<file path="config.mk">
export PLATFORM = sky130hd
export DESIGN_NAME = gray_run_ctrl
export DESIGN_NICKNAME = d
export VERILOG_FILES = /design/src/rtl/gray_pkg.sv /design/src/rtl/edge_rise_det.sv /design/src/rtl/gray_run_ctrl.sv
export SDC_FILE = /design/constraint.sdc
export NUM_CORES = 1
export LEC_CHECK = 0
export CAP_MARGIN = 40
export CELL_PAD_IN_SITES_DETAIL_PLACEMENT = 0
export CELL_PAD_IN_SITES_GLOBAL_PLACEMENT = 1
export CORE_AREA = 4 4 67 69
export CTS_CLUSTER_DIAMETER = 80
export DETAILED_ROUTE_END_ITERATION = 6
export DIE_AREA = 0 0 71 73
export GPL_TIMING_DRIVEN = 0
export PLACE_DENSITY = 0.87
export RECOVER_POWER = 50
export SLEW_MARGIN = 10
export SYNTH_ARGS = -nofsm -noshare
export SYNTH_HDL_FRONTEND = slang
export SYNTH_SLANG_ARGS = --single-unit
</file>
<file path="constraint.sdc">
create_clock -name Clk -period 4.5 [get_ports Clk]
set_input_delay 0.9 -clock Clk [delete_from_list [all_inputs] [get_ports Clk]]
set_output_delay 0.9 -clock Clk [all_outputs]
set_load 0.02 [all_outputs]
</file>
<file path="src/rtl/gray_pkg.sv">
// Shared definitions for the gray-counter run controller: controller
// state encoding, the default counter code width and a binary-to-gray
// helper used by models of the counter.
package gray_pkg;

    localparam int GRAY_W_DEFAULT = 3;

    typedef enum logic [2:0] {
        ST_IDLE  = 3'd0,
        ST_CLEAR = 3'd1,
        ST_RUN   = 3'd2,
        ST_DRAIN = 3'd3,
        ST_DONE  = 3'd4
    } ctrl_state_e;

    // Reflected binary code of a counter value.
    function automatic logic [GRAY_W_DEFAULT-1:0] bin2gray(input logic [GRAY_W_DEFAULT-1:0] bin);
        return bin ^ (bin >> 1);
    endfunction

endpackage

</file>
<file path="src/rtl/edge_rise_det.sv">
// Registered rising-edge detector. The previous sample of sig_i is held in
// a flop; rise_o is high in any cycle where sig_i is high but was low in
// the previous cycle. A synchronous clear forgets the previous sample so a
// level that is already high is seen as a fresh edge afterwards.
module edge_rise_det (
    input  logic Clk,
    input  logic Reset,
    input  logic clear_i,
    input  logic sig_i,
    output logic rise_o
);

    logic sig_q;

    // Remember last cycle's level of the watched signal.
    always_ff @(posedge Clk or posedge Reset) begin
        if (Reset) begin
            sig_q <= 1'b0;
        end else if (clear_i) begin
            sig_q <= 1'b0;
        end else begin
            sig_q <= sig_i;
        end
    end

    assign rise_o = sig_i & ~sig_q;

endmodule

</file>
<file path="src/rtl/gray_run_ctrl.sv">
// Run sequencer for a small gray counter. A command accepted in IDLE clears
// the counter, then enables it for a fixed number of steps (Mode 0) or until
// it first wraps (Mode 1, optionally bounded by a step limit). Wrap events
// are counted with saturation and the final counter code is captured before
// a one-cycle Done pulse ends the run.
module gray_run_ctrl
    import gray_pkg::*;
#(
    parameter int CNT_W  = 8,
    parameter int GRAY_W = GRAY_W_DEFAULT,
    parameter int WRAP_W = 8
) (
    input  logic              Clk,
    input  logic              Reset,
    input  logic              Start,
    input  logic [CNT_W-1:0]  Steps,
    input  logic              Mode,
    input  logic              Abort,
    output logic              Busy,
    output logic              Done,
    output logic              Aborted,
    output logic              TimedOut,
    output logic [WRAP_W-1:0] WrapCnt,
    output logic [GRAY_W-1:0] LastValue,
    output logic              CtrClr,
    output logic              CtrEn,
    input  logic [GRAY_W-1:0] CtrValue,
    input  logic              CtrOverflow
);

    ctrl_state_e       state_q, state_d;
    logic [CNT_W-1:0]  remaining_q;
    logic              mode_q;
    logic              limited_q;
    logic              aborted_q;
    logic              timedOut_q;
    logic [WRAP_W-1:0] wrapCnt_q;
    logic [GRAY_W-1:0] lastValue_q;

    logic inRun;
    logic inDrain;
    logic wrapEvt;
    logic ctrEn;
    logic lastStep;
    logic runExit;

    assign inRun   = (state_q == ST_RUN);
    assign inDrain = (state_q == ST_DRAIN);

    // The counter's overflow is a level/pulse; only its rising edge is a
    // wrap. The edge memory is wiped while the counter is being cleared so
    // a stale level from a previous run cannot mask the first wrap.
    edge_rise_det u_ovfEdge (
        .Clk     (Clk),
        .Reset   (Reset),
        .clear_i (state_q == ST_CLEAR),
        .sig_i   (CtrOverflow),
        .rise_o  (wrapEvt)
    );

    // In Mode 1 the wrap cycle itself must not advance the counter, so the
    // enable is withheld combinationally in that cycle; Abort likewise.
    assign ctrEn    = inRun & ~Abort & ~(mode_q & wrapEvt);
    assign lastStep = ctrEn & (remaining_q == CNT_W'(1));
    assign runExit  = Abort
                    | (mode_q & wrapEvt)
                    | (~mode_q & lastStep)
                    | (mode_q & limited_q & lastStep);

    // Next-state selection for the run sequence.
    always_comb begin
        state_d = state_q;
        case (state_q)
            ST_IDLE: begin
                if (Start) begin
                    state_d = (!Mode && (Steps == '0)) ? ST_DONE : ST_CLEAR;
                end
            end
            ST_CLEAR: state_d = ST_RUN;
            ST_RUN: begin
                if (runExit) begin
                    state_d = ST_DRAIN;
                end
            end
            ST_DRAIN: state_d = ST_DONE;
            ST_DONE:  state_d = ST_IDLE;
            default:  state_d = ST_IDLE;
        endcase
    end

    // State register.
    always_ff @(posedge Clk or posedge Reset) begin
        if (Reset) begin
            state_q <= ST_IDLE;
        end else begin
            state_q <= state_d;
        end
    end

    // Command latch, step countdown, run status and wrap bookkeeping.
    always_ff @(posedge Clk or posedge Reset) begin
        if (Reset) begin
            remaining_q <= '0;
            mode_q      <= 1'b0;
            limited_q   <= 1'b0;
            aborted_q   <= 1'b0;
            timedOut_q  <= 1'b0;
            wrapCnt_q   <= '0;
            lastValue_q <= '0;
        end else begin
            if ((state_q == ST_IDLE) && Start) begin
                mode_q      <= Mode;
                remaining_q <= Steps;
                limited_q   <= (Steps != '0);
                aborted_q   <= 1'b0;
                timedOut_q  <= 1'b0;
                wrapCnt_q   <= '0;
            end
            if (inRun) begin
                if (ctrEn) begin
                    remaining_q <= remaining_q - 1'b1;
                end
                if (Abort) begin
                    aborted_q <= 1'b1;
                end else if (mode_q && limited_q && lastStep) begin
                    timedOut_q <= 1'b1;
                end
            end
            if ((inRun || inDrain) && wrapEvt && (wrapCnt_q != '1)) begin
                wrapCnt_q <= wrapCnt_q + 1'b1;
            end
            if (inDrain) begin
                lastValue_q <= CtrValue;
            end
        end
    end

    assign Busy      = (state_q != ST_IDLE);
    assign Done      = (state_q == ST_DONE);
    assign CtrClr    = (state_q == ST_CLEAR);
    assign CtrEn     = ctrEn;
    assign Aborted   = aborted_q;
    assign TimedOut  = timedOut_q;
    assign WrapCnt   = wrapCnt_q;
    assign LastValue = lastValue_q;

endmodule

</file>
[After elaboration in Yosys (flattened, before gate mapping)]
Cells that the tools add are included.
Storage, ports and cells
  latch bits: 0
  bits in writable memories: 0
  memories: 0
  logic and storage cells: 65
  register bits: 27
  memory bits (read-only): 0
Operators by class
  reductions and logical operators: 14
  multiplexer cells: 17
  shifts and indexed selects: 0
  order comparisons: 0
  divide/modulo/power cells: 0
  equality and inequality tests: 8
  $mul: 0
  add/sub/neg operators: 2
  bitwise gates (word level): 15
Operators with widths (count)
  8-bit 2-to-1 mux: 5
  3-bit one-hot mux with 4 select lines: 1
  3-bit 2-to-1 mux: 3
  8-bit by 1-bit adder with 8-bit output, second input constant: 1
  1-bit AND: 8
  8-bit by 1-bit == test with 1-bit output, second input constant: 1
  8-bit zero test: 1
  1-bit 2-to-1 mux: 8
  8-bit inequality test, second input constant: 1
  8-bit nonzero test: 1
  8-bit by 1-bit subtractor with 8-bit output, second input constant: 1
  3-bit by 2-bit == test with 1-bit output, second input constant: 2
  1-bit logical AND: 6
  1-bit inverter: 4
  3-bit by 1-bit == test with 1-bit output, second input constant: 1
  3-bit == test, second input constant: 1
  3-bit zero test: 1
  1-bit bitwise OR: 3
  3-bit nonzero test: 1
  2-bit by 1-bit inequality test with 1-bit output, second input constant: 1
  2-bit inequality test, second input constant: 1
  2-bit AND reduction: 1
  2-bit nonzero test: 1
  1-bit zero test: 1
  1-bit logical OR: 1

[Longest topological paths before layout]
  word-level depth: 11
  depth in mapped cells: 6
  depth with buffers taken out: 6

[Cells and area by module]
Synthesis repeated with hierarchy kept, for this count alone.
Unflattened totals
  cell total of the unflattened synthesis: 151
  area, all modules: 1521.5 sq um
Modules (own cells, without submodules)
  gray_run_ctrl: area each 1465.2 sq um, instances 1, cells an instance 147, sequential area each 650.6 sq um
  edge_rise_det: area each 56.3 sq um, instances 1, cells an instance 4, sequential area each 25.0 sq um

[Least setup slack after synthesis]
OpenSTA, ideal clock, no wires.
  kind: in2out
  start: in Abort
  end: out CtrEn
  cell stages on the path: 3
  required time: 3.600 ns
  data arrival time: 1.483 ns
  path slack: 2.117 ns
  cells stage by stage: nor4b_4 -> nand2_4 -> inv_2
On the way
  longest elaborated chain between the ends: 3
RTL lines
  start: declaration: line gray_run_ctrl.sv:18  | input logic Abort,
  1-bit inverter: line gray_run_ctrl.sv:63  | assign ctrEn = inRun & ~Abort & ~(mode_q & wrapEvt);
  1-bit AND (2 in a row): line gray_run_ctrl.sv:63
  end: declaration: line gray_run_ctrl.sv:26  | output logic CtrEn,
No other way between the ends.

[Final worst setup path]
Same ends and word-level chain as after synthesis.

==> out/qor.csv <==
stage,metric,value,unit
placed_design,numPortBuffers,33,
yosys,avgSynthCellArea,10.65,um^2
sta,setup-tns-final,0,ns
final_layout,nets,207,
yosys,synth-seq-area-share,42.86,%
yosys,synth_top_area_cell,dfrtp_1,
yosys,synth_edf_count,0,
detailed_routing,post_drt_wl_per_cell,15.39,um
power_and_ir_drop,vdd_drop_max,0.2521,mV
worst_setup_path,worstSetupEndpointType,output pin,
cts,cts_tree,yes,
cts,cts_buffer_depth,2,
yosys,yosys_register_bits,27,
worst_setup_path,worstPathCellList,"clkdlybuf4s50_1, nor4b_4, nand2_4, inv_2, clkdlybuf4s50_1",
yosys,netlist_area,0.001577,mm^2
worst_setup_path,crit_top_cell,clkdlybuf4s50_1,
cts,clock_latency,0.28,ns
yosys,yosysUniqueCellTypes,47,
grt,gr-total-overflow,0,
worst_setup_path,critPathBufInv,3,
yosys,async_flop_share,100.0,%
placed_design,place_area,0.001997,mm^2
cts,cts_resized,0,
sta,setup_ws,0.9317,ns
worst_setup_path,cp_data_required_time,3.60,ns
cts,cts_htree_levels,1,
detailed_routing,firstDrtPassIters,4,
final_layout,drive_above_1_share,13.44,%
grt,grtUsageTotal,15.38,%
cts,cts-buffers-inserted,3,
sta,rsz0062_at_grt,false,
cts,hold_buffers,0,
detailed_routing,antenna_left,0,
cts,cts_setup_buffers,0,
yosys,synth_area_leaders,"dfrtp_1 (43%), nor2_1 (3.3%), nor4b_4 (3.0%), mux2_2 (2.9%), nand2_1 (2.9%)",
sta,holdWs,0.5043,ns
grt,antenna_found_initial,0,
die,ios,34,
detailed_routing,drc_errors,0,
yosys,syn-instance-count,148,
power_and_ir_drop,p_leak,0.8188,nW
worst_setup_path,slowest_stage,clkdlybuf4s50_1,
sta,hold_violations,0,
sta,worst_pin_slew,1.920,ns
final_layout,antennaDiodeCount,0,
job,maxCapViolations,1,
yosys,ys_top_cells_by_count,"dfrtp_1 (27), nor2_1 (14), nand2_1 (12)",
worst_setup_path,cp.arrival,2.67,ns
die,start_util,40.28,%
final_layout,syn2layout_area_growth,25.40,%
worst_setup_path,max_stage_delay,0.62,ns
sta,slew_violations,11,
hold_path,hold_class,flip-flop to flip-flop,
outcome,violations,"max-capacitance violations, max-slew violations",
final_layout,fill_cells,373,
cts,root_buffer,clkbuf_8,
worst_setup_path,crit_path_start_kind,input pin,
worst_setup_path,critPathMaxFanout,10,
placed_design,place_hpwl,2.763,mm
worst_setup_path,critPathKind,input pin to output pin,
yosys,yosys_most_used_dff,dfrtp_1,
die,die_area,0.005183,mm^2
cts,cts.clk_slew.worst_paths,0.09,ns
die,chipHeight,73,um
yosys,syn_nets,168,
sta,max_freq,280.2,MHz
outcome,status,"finished, violations left",
grt,grt_pass1_vias,1344,
die,placementRows,23,
yosys,synth_most_common_cell,dfrtp_1,
power_and_ir_drop,power_density,572.8,mW/mm^2
sta,setup_violations,0,
sta,fin_crit_sh,79.30,%
worst_setup_path,crit_family,buffers and inverters,
placed_design,gp_congestion,0.7995,
final_layout,final_cells,236,
sta,period_needed,3.568,ns
grt,grt_pass1_wl,6.230,mm
sta,slew_headroom,-29.79,%
placed_design,placed_cells,232,
detailed_routing,avgViaCountPerCell,5.419,
placed_design,pre_cts_slack,0.9407,ns
yosys,yosysWarnings,0,
yosys,synth_top_cell_area_share,42.86,%
cts,cts.sinks,27,
detailed_routing,wl,3.632,mm
die,die_w,71,um
final_layout,postLayoutCellArea,0.001977,mm^2
sta,skew,0.002540,ns
die,fp.coreArea,0.003914,mm^2
detailed_routing,drtIter0Drc,19,
grt,grt_max_degree,16,
detailed_routing,num_vias,1279,
[worst reg2reg max path: cells and delay by family (launching register included)]
family / cells / cell delay [ns]
flops: 1 / 0.38
buf+inv: 1 / 0.14
compound gates: 3 / 0.74
simple gates: 1 / 1.55
[stage by stage]
step / utilization (%) / power (mW)
after floorplan: - / 0.8251
after global placement: 50.32 / 0.9979
after detailed placement: 51.02 / 1.025
after CTS: 52.17 / 1.173
after global routing: 50.51 / 1.215
final: 50.51 / 1.132
[flip-flops by register name, indices dropped and copies added, names as in the netlist]
signal           count
remaining_q          8
LastValue            3
WrapCnt              8
u_ovfEdge.sig_q      1
Aborted              1
TimedOut             1
mode_q               1
limited_q            1
state_q              3
[per-layer routing]
metal,wire length (um),track usage (%),share of wire (%)
met1,1498,18.29,41
met2,1911,27.19,53
met3,144,3.030,4.0
met4,77,6.263,2.1
met5,0,0,0
[where the power goes]
part	switching [mW]	leakage, nW	internal [mW]	total (mW)
sequential	0.0810	0.330	0.326	0.407
combinational	0.306	0.466	0.276	0.582
clock	0.0789	0.0228	0.0637	0.143
[layout by cell type (no fill, tap or decap), types with 3 or more instances in the layout]
| cell | synthesis | routed |
|---|---|---|
| nor3b_1 | 3 | 3 |
| and3_1 | 4 | 4 |
| clkbuf_8 | 0 | 3 |
| mux2_2 | 4 | 4 |
| clkdlybuf4s50_1 | 0 | 30 |
| clkbuf_1 | 0 | 3 |
| nor2_1 | 14 | 14 |
| nor3_1 | 5 | 5 |
| dlygate4sd3_1 | 0 | 3 |
| a21oi_1 | 7 | 7 |
| inv_1 | 7 | 7 |
| o221a_2 | 4 | 4 |
| o21ai_0 | 3 | 3 |
| nand3_1 | 6 | 6 |
| a211o_1 | 3 | 3 |
| nand2_1 | 12 | 12 |
| ha_1 | 3 | 3 |
| mux2i_1 | 3 | 3 |
| dfrtp_1 | 27 | 27 |
[layout make-up]
class / instances / area [um^2] / share of cell area (%)
clock buffer: 4 / 45.04 / 2.278
inverter: 8 / 30.03 / 1.519
sequential: 27 / 675.6 / 34.18
multi-input combinational: 110 / 807.0 / 40.82
tap: 50 / 62.56 / 3.165
timing repair buffer: 34 / 334.1 / 16.90
buffer: 3 / 22.52 / 1.139
[cell families after synthesis]
family                     Yosys count  share of synthesized area, %
AOI/OAI and AO/OA                   34                         19.60
xor gates and xnor gates             2                         1.111
adders and majority gates            3                         2.381
buffers and inverters               11                         3.810
DFF                                 27                         42.86
muxes                                7                         4.762
and+or+nand+nor                     64                         25.48
[path summary, 6_finish.rpt]
| check | slack (ns) | start | end | depth (start not counted) |
|---|---|---|---|---|
| setup / recovery | 0.93 | Abort | CtrEn | 5 |
| hold / removal | 0.50 | remaining_q[7] | remaining_q[7] | 1 |
| setup reg to reg | 1.65 | state_q[0] | remaining_q[3] | 5 |
| hold reg to reg | 0.50 | remaining_q[7] | remaining_q[7] | 1 |
| max in group asynchronous | 2.30 | Reset | Aborted | 3 |
| min in group asynchronous | 1.07 | Reset | remaining_q[6] | 2 |
(Power assumes the default switching activity.)
